File: config.mk
export PLATFORM = sky130hd
export DESIGN_NAME = load_bin_flat
export DESIGN_NICKNAME = d
export VERILOG_FILES = /design/src/rtl/load_bin_if.sv /design/src/rtl/load_bin.sv /design/src/flat_wrapper.sv
export SDC_FILE = /design/constraint.sdc
export NUM_CORES = 1
export LEC_CHECK = 0
export BUFFER_PORTS_ARGS = -buffer_cell sky130_fd_sc_hd__buf_2
export CELL_PAD_IN_SITES_DETAIL_PLACEMENT = 0
export CELL_PAD_IN_SITES_GLOBAL_PLACEMENT = 1
export CORE_AREA = 2 2 93 68
export CTS_CLUSTER_DIAMETER = 40
export DETAILED_ROUTE_END_ITERATION = 10
export DIE_AREA = 0 0 95 70
export PLACE_DENSITY_LB_ADDON = 0.1
export SETUP_SLACK_MARGIN = 0.4
export SLEW_MARGIN = 40
export SYNTH_ARGS = -nofsm -noshare
export SYNTH_HDL_FRONTEND = slang
export SYNTH_SLANG_ARGS = --single-unit
File: constraint.sdc
create_clock -name clk -period 1.7 [get_ports clk]
set_input_delay 0.17 -clock clk [delete_from_list [all_inputs] [get_ports clk]]
set_output_delay 0.17 -clock clk [all_outputs]
set_load 0.05 [all_outputs]
File: src/rtl/load_bin_if.sv
// load_bin_if: start/done handshake plus clause/variable RAM read and core write ports of the bin loader.
interface load_bin_if #(
  parameter int WIDTH_BIN_ID  = 10,
  parameter int WIDTH_CLAUSES = 16,
  parameter int WIDTH_VAR     = 24,
  parameter int NUM_C         = 8,
  parameter int NUM_V         = 8
);
   localparam int CW = $clog2(NUM_C);
   localparam int VW = $clog2(NUM_V);
   logic                       start_load_i;
   logic [WIDTH_BIN_ID-1:0]    request_bin_num_i;
   logic                       done_load_o;
   logic                       busy_o;
   logic                       rd_c_en_o;
   logic [WIDTH_BIN_ID+CW-1:0] rd_c_addr_o;
   logic [WIDTH_CLAUSES-1:0]   rd_c_data_i;
   logic                       rd_v_en_o;
   logic [WIDTH_BIN_ID+VW-1:0] rd_v_addr_o;
   logic [WIDTH_VAR-1:0]       rd_v_data_i;
   logic                       wr_c_o;
   logic [CW-1:0]              wr_c_idx_o;
   logic [WIDTH_CLAUSES-1:0]   wr_c_data_o;
   logic                       wr_v_o;
   logic [VW-1:0]              wr_v_idx_o;
   logic [WIDTH_VAR-1:0]       wr_v_data_o;
   modport slave (
      input  start_load_i, request_bin_num_i, rd_c_data_i, rd_v_data_i,
      output done_load_o, busy_o, rd_c_en_o, rd_c_addr_o, rd_v_en_o, rd_v_addr_o,
             wr_c_o, wr_c_idx_o, wr_c_data_o, wr_v_o, wr_v_idx_o, wr_v_data_o
   );
   modport master (
      output start_load_i, request_bin_num_i, rd_c_data_i, rd_v_data_i,
      input  done_load_o, busy_o, rd_c_en_o, rd_c_addr_o, rd_v_en_o, rd_v_addr_o,
             wr_c_o, wr_c_idx_o, wr_c_data_o, wr_v_o, wr_v_idx_o, wr_v_data_o
   );
endinterface

File: src/rtl/load_bin.sv
// load_bin: streams one bin's clauses then variables from RAM into the core, one word per cycle.
module load_bin #(
  parameter int WIDTH_BIN_ID  = 10,
  parameter int WIDTH_CLAUSES = 16,
  parameter int WIDTH_VAR     = 24,
  parameter int NUM_C         = 8,
  parameter int NUM_V         = 8
) (
   input  logic       clk,
   input  logic       rst,
   load_bin_if.slave  bus
);
   localparam int CW = $clog2(NUM_C);
   localparam int VW = $clog2(NUM_V);
   typedef enum logic [1:0] {IDLE, RD_C, RD_V, DONE} state_t;
   state_t                  state, state_nx;
   logic [WIDTH_BIN_ID-1:0] bin_r;
   logic [CW-1:0]           ci, wc_idx;
   logic [VW-1:0]           vi, wv_idx;
   logic                    wc, wv, rc_en, rv_en, c_last, v_last;
   assign rc_en  = state == RD_C;
   assign rv_en  = state == RD_V;
   assign c_last = ci == CW'(NUM_C - 1);
   assign v_last = vi == VW'(NUM_V - 1);
   always_comb begin
      state_nx = (state == IDLE) ? (bus.start_load_i ? RD_C : IDLE) :
                 (state == RD_C) ? (c_last ? RD_V : RD_C) :
                 (state == RD_V) ? (v_last ? DONE : RD_V) : IDLE;
   end
   always_ff @(posedge clk or negedge rst) begin
      if (!rst) state <= IDLE;
      else      state <= state_nx;
   end
   // Write side is the read side delayed one cycle, matching RAM read latency.
   always_ff @(posedge clk or negedge rst) begin
      if (!rst) begin
         bin_r  <= '0;
         ci     <= '0;
         vi     <= '0;
         wc     <= 1'b0;
         wv     <= 1'b0;
         wc_idx <= '0;
         wv_idx <= '0;
      end else begin
         if (state == IDLE && bus.start_load_i) begin
            bin_r <= bus.request_bin_num_i;
            ci    <= '0;
            vi    <= '0;
         end
         if (rc_en) ci <= c_last ? '0 : ci + 1'b1;
         if (rv_en) vi <= v_last ? '0 : vi + 1'b1;
         wc     <= rc_en;
         wv     <= rv_en;
         wc_idx <= rc_en ? ci : '0;
         wv_idx <= rv_en ? vi : '0;
      end
   end
   assign bus.busy_o      = state != IDLE;
   assign bus.done_load_o = state == DONE;
   assign bus.rd_c_en_o   = rc_en;
   assign bus.rd_v_en_o   = rv_en;
   assign bus.rd_c_addr_o = rc_en ? {bin_r, ci} : '0;
   assign bus.rd_v_addr_o = rv_en ? {bin_r, vi} : '0;
   assign bus.wr_c_o      = wc;
   assign bus.wr_v_o      = wv;
   assign bus.wr_c_idx_o  = wc_idx;
   assign bus.wr_v_idx_o  = wv_idx;
   assign bus.wr_c_data_o = wc ? bus.rd_c_data_i : '0;
   assign bus.wr_v_data_o = wv ? bus.rd_v_data_i : '0;
endmodule

File: src/flat_wrapper.sv
// flat-port wrapper written by rule: the top's interface ports become plain ports
module load_bin_flat 
#(
  parameter int WIDTH_BIN_ID  = 10,
  parameter int WIDTH_CLAUSES = 16,
  parameter int WIDTH_VAR     = 24,
  parameter int NUM_C         = 8,
  parameter int NUM_V         = 8
)
  (clk, rst, bus_start_load_i, bus_request_bin_num_i, bus_rd_c_data_i, bus_rd_v_data_i, bus_done_load_o, bus_busy_o, bus_rd_c_en_o, bus_rd_c_addr_o, bus_rd_v_en_o, bus_rd_v_addr_o, bus_wr_c_o, bus_wr_c_idx_o, bus_wr_c_data_o, bus_wr_v_o, bus_wr_v_idx_o, bus_wr_v_data_o);
  load_bin_if #(.WIDTH_BIN_ID(WIDTH_BIN_ID), .WIDTH_CLAUSES(WIDTH_CLAUSES), .WIDTH_VAR(WIDTH_VAR), .NUM_C(NUM_C), .NUM_V(NUM_V)) bus_i ();
  input  logic clk;
  input  logic rst;
  input wire logic [$bits(bus_i.start_load_i)-1:0] bus_start_load_i;
  input wire logic [$bits(bus_i.request_bin_num_i)-1:0] bus_request_bin_num_i;
  input wire logic [$bits(bus_i.rd_c_data_i)-1:0] bus_rd_c_data_i;
  input wire logic [$bits(bus_i.rd_v_data_i)-1:0] bus_rd_v_data_i;
  output wire logic [$bits(bus_i.done_load_o)-1:0] bus_done_load_o;
  output wire logic [$bits(bus_i.busy_o)-1:0] bus_busy_o;
  output wire logic [$bits(bus_i.rd_c_en_o)-1:0] bus_rd_c_en_o;
  output wire logic [$bits(bus_i.rd_c_addr_o)-1:0] bus_rd_c_addr_o;
  output wire logic [$bits(bus_i.rd_v_en_o)-1:0] bus_rd_v_en_o;
  output wire logic [$bits(bus_i.rd_v_addr_o)-1:0] bus_rd_v_addr_o;
  output wire logic [$bits(bus_i.wr_c_o)-1:0] bus_wr_c_o;
  output wire logic [$bits(bus_i.wr_c_idx_o)-1:0] bus_wr_c_idx_o;
  output wire logic [$bits(bus_i.wr_c_data_o)-1:0] bus_wr_c_data_o;
  output wire logic [$bits(bus_i.wr_v_o)-1:0] bus_wr_v_o;
  output wire logic [$bits(bus_i.wr_v_idx_o)-1:0] bus_wr_v_idx_o;
  output wire logic [$bits(bus_i.wr_v_data_o)-1:0] bus_wr_v_data_o;
  assign bus_i.start_load_i = bus_start_load_i;
  assign bus_i.request_bin_num_i = bus_request_bin_num_i;
  assign bus_i.rd_c_data_i = bus_rd_c_data_i;
  assign bus_i.rd_v_data_i = bus_rd_v_data_i;
  assign bus_done_load_o = bus_i.done_load_o;
  assign bus_busy_o = bus_i.busy_o;
  assign bus_rd_c_en_o = bus_i.rd_c_en_o;
  assign bus_rd_c_addr_o = bus_i.rd_c_addr_o;
  assign bus_rd_v_en_o = bus_i.rd_v_en_o;
  assign bus_rd_v_addr_o = bus_i.rd_v_addr_o;
  assign bus_wr_c_o = bus_i.wr_c_o;
  assign bus_wr_c_idx_o = bus_i.wr_c_idx_o;
  assign bus_wr_c_data_o = bus_i.wr_c_data_o;
  assign bus_wr_v_o = bus_i.wr_v_o;
  assign bus_wr_v_idx_o = bus_i.wr_v_idx_o;
  assign bus_wr_v_data_o = bus_i.wr_v_data_o;
  load_bin #(.WIDTH_BIN_ID(WIDTH_BIN_ID), .WIDTH_CLAUSES(WIDTH_CLAUSES), .WIDTH_VAR(WIDTH_VAR), .NUM_C(NUM_C), .NUM_V(NUM_V)) u_core (.clk(clk), .rst(rst), .bus(bus_i));
endmodule
==> results.json <==
{
  "nets": 347,
  "p_switching_uw": 2645,
  "critPathKind": "register to output port",
  "drv_cap": 0,
  "p_leak_uw": 0.001743,
  "stdcell_count": 367,
  "fin_hold_ws_ns": 0.1170,
  "slew_headroom": 0.5921,
  "antenna_found_initial": 0,
  "final_hold_viol_count": 0,
  "drt-vias-per-instance": 4.084,
  "start_kind": "register",
  "crit_start": "u_core.state[0]",
  "ys_warn_count": 0,
  "r2r_slack_ns": 0.26,
  "initial_utilization": 0.2479,
  "dp.cells": 338,
  "grt_first_pass_wirelength_mm": 8.473,
  "power.density_nw_per_um2": 1724,
  "synth.cell_area_um2": 1466,
  "combPwrFrac": 0.730,
  "vias": 1499,
  "clock_latency_ns": 0.27,
  "synthesis.nets": 190,
  "die_area_um2": 6650,
  "clockBufferDepth": 2,
  "timing.fmax_mhz": 656.5,
  "diodes": 0,
  "clkPwrFrac": 0.089,
  "finalSetupViolCount": 0,
  "peakVddDrop_v": 0.0009874,
  "cts_sinks": 26,
  "rsz0062_at_grt": "true",
  "status": "finished, final reports clean",
  "grt_pass1_vias": 1578,
  "layout_min_cycle_time_ns": 1.523,
  "grt_use_met2": 0.2750,
  "seqPwrFrac": 0.181,
  "crit_end": "bus_rd_c_addr_o[10]",
  "worstHoldPathType": "input pin to register",
  "crit_required_ns": 1.53,
  "detailedRoute.firstIterationViolations": 30,
  "ant_nets": 0,
  "cts_made_buffers": 3,
  "drc": 0,
  "io_pins": 131,
  "layout-drive-gt1-share": 0.8547,
  "switching_share": 0.4546,
  "worstPathMaxFanout": 5,
  "clk_pin_slew_ns": 0.10,
  "h-tree-depth": 1,
  "track_usage": 0.1638,
  "syn_area_per_cell_um2": 11.03,
  "slew_violations": 0,
  "cell_internal_pwr_uw": 3172,
  "die_x_um": 95,
  "synth-seq-cells": 26,
  "top_usage_layer": "met2",
  "rows": 24,
  "min_period_over_period": 0.8960,
  "post_drt_wl_per_cell_um": 14.57,
  "wl_mm": 5.348,
  "r2r-end": "u_core.bin_r[4]",
  "synth.distinct_cells": 17,
  "die_height_um": 70,
  "cts_tree": "done",
  "place_hpwl_mm": 3.234,
  "timing.rr.start": "u_core.state[0]",
  "rr_worst_depth": 4,
  "syn_inst": 133,
  "fin_skew_ns": 0.01120,
  "gp_congestion": 0.7197,
  "grt_max_degree": 27,
  "crit_arrival_ns": 1.35,
  "core_um2": 5916,
  "cp-end-kind": "output port",
  "yosysSeqAreaShare": 0.4437,
  "grt_util_met3": 0.04207,
  "drt_pass1_iterations": 3,
  "met1_usage": 0.2209,
  "fin_tns_setup_ns": 0,
  "grt.overflow.total": 0,
  "clock-root-buffer": "clkbuf_8",
  "area_growth_pct": 130.0,
  "fin_util": 0.5702,
  "worstMarginPinSlew_ns": 0.6118,
  "portBuffers": 130
}
## critical path, cell delays in order, from the launching register on
cell and delay [ns]:
dfrtp_2 0.42, nor2b_4 0.22, buf_6 0.15, and2_4 0.15, buf_8 0.14
## cells in the mapped netlist
library cell	count	area, um2
nor2b_1	2	12.51
buf_4	2	15.01
a22o_1	6	52.55
nor2_1	2	7.510
nor3b_2	1	12.51
dfrtp_1	26	650.6
inv_1	1	3.750
clkbuf_1	3	11.26
o2bb2ai_1	1	8.760
or2_2	1	6.260
ha_1	4	50.05
o21bai_1	2	15.01
and2_1	67	419.2
a21o_1	1	7.510
mux2_4	10	150.1
mux2i_1	1	10.01
buf_6	3	33.78
## cells by family (layout without fill, tap and decap cells)
kind of cell | after synthesis | in the layout | synth area share
muxes | 11 | 11 | 0.1092
buffers and inverters | 9 | 165 | 0.04351
DFF | 26 | 26 | 0.4437
and+or+nand+nor | 73 | 73 | 0.3123
adders and majority gates | 4 | 4 | 0.03413
AOI/OAI and AO/OA | 10 | 10 | 0.05717
## power groups by stage
| stage | Clock [uW] | Combinational, uW | Sequential, uW |
|---|---|---|---|
| 6_report | 516 | 4250 | 1050 |
| 5_1_grt | 562 | 4430 | 1090 |
| 4_1_cts | 538 | 3860 | 1040 |
| 3_5_place_dp | 0 | 2780 | 1070 |
| 3_3_place_gp | 0 | 2790 | 1080 |
| 2_1_floorplan | 0 | 2160 | 1150 |
## flip-flops by register name, indices dropped and copies added (netlist names)
| register | cells |
|---|---|
| u_core.vi | 3 |
| u_core.state | 2 |
| u_core.bin_r | 10 |
| u_core.bus.wr_c_idx_o | 3 |
| u_core.bus.wr_c_o | 1 |
| u_core.bus.wr_v_o | 1 |
| u_core.ci | 3 |
| u_core.bus.wr_v_idx_o | 3 |
## through the flow
stage	setup slack, ns	total power, uW	area [um2]
floorplan	0.3446	3312	1559
global placement	0.2707	3862	2272
detailed placement	0.2402	3852	2272
CTS	0.1657	5439	3217
global route	0.1086	6082	3373
finish	0.1768	5817	3373
## final cells by class
cell class	count	area, um2
clock buffer	3	41.29
clock inverter	1	30.03
fill	491	2542
inverter	1	3.754
multi-input combinational	98	938.4
sequential	26	655.6
tap	78	97.59
timing repair buffer	160	1607
## repair_timing
action | CTS | global route
cloned | 5 | 1
buffers inserted | 14 | 4
hold buffers | 1 | 0
pin swaps | 8 | 2
endpoints found under the setup margin | 81 | 86
resized for setup | 247 | 44
endpoints found under the hold margin | 26 | 0
## worst min-delay path by stage
stage                        startpoint         endpoint  slack [ns]  cells after the start
6_report       bus_request_bin_num_i[9]  u_core.bin_r[9]        0.12                      2
5_1_grt        bus_request_bin_num_i[0]  u_core.bin_r[0]        0.11                      2
4_1_cts        bus_request_bin_num_i[9]  u_core.bin_r[9]        0.11                      2
3_5_place_dp                        rst  u_core.bin_r[3]        0.23                      1
3_3_place_gp                        rst  u_core.bin_r[6]        0.21                      1
2_1_floorplan                       rst  u_core.bin_r[0]       -0.13                      0
## layout by cell type, fill, tap and decap left out
master         synthesis  routed
dfrtp_1               26      22
dfrtp_2                0       4
clkbuf_8               0       3
inv_1                  1       1
buf_4                  2      10
buf_6                  3      32
bufinv_16              0       1
o21bai_1               2       2
dlygate4sd3_1          0       1
a22o_1                 6       6
ha_1                   4       4
nor2b_4                0       2
buf_8                  0      57
nor2_1                 2       2
clkbuf_4               0       2
a21o_1                 1       1
or2_2                  1       1
and2_4                 0      66
and2_1                67       1
buf_2                  0      58
nor3b_4                0       1
mux2i_1                1       1
o2bb2ai_1              1       1
mux2_4                10      10
## per-layer routing
metal	vias to the layer above	wire length [um]
li1	738	-
met1	720	2376
met2	39	2656
met3	2	303
met4	0	11
met5	-	0
Note: power is estimated with default switching activity, not from simulation.
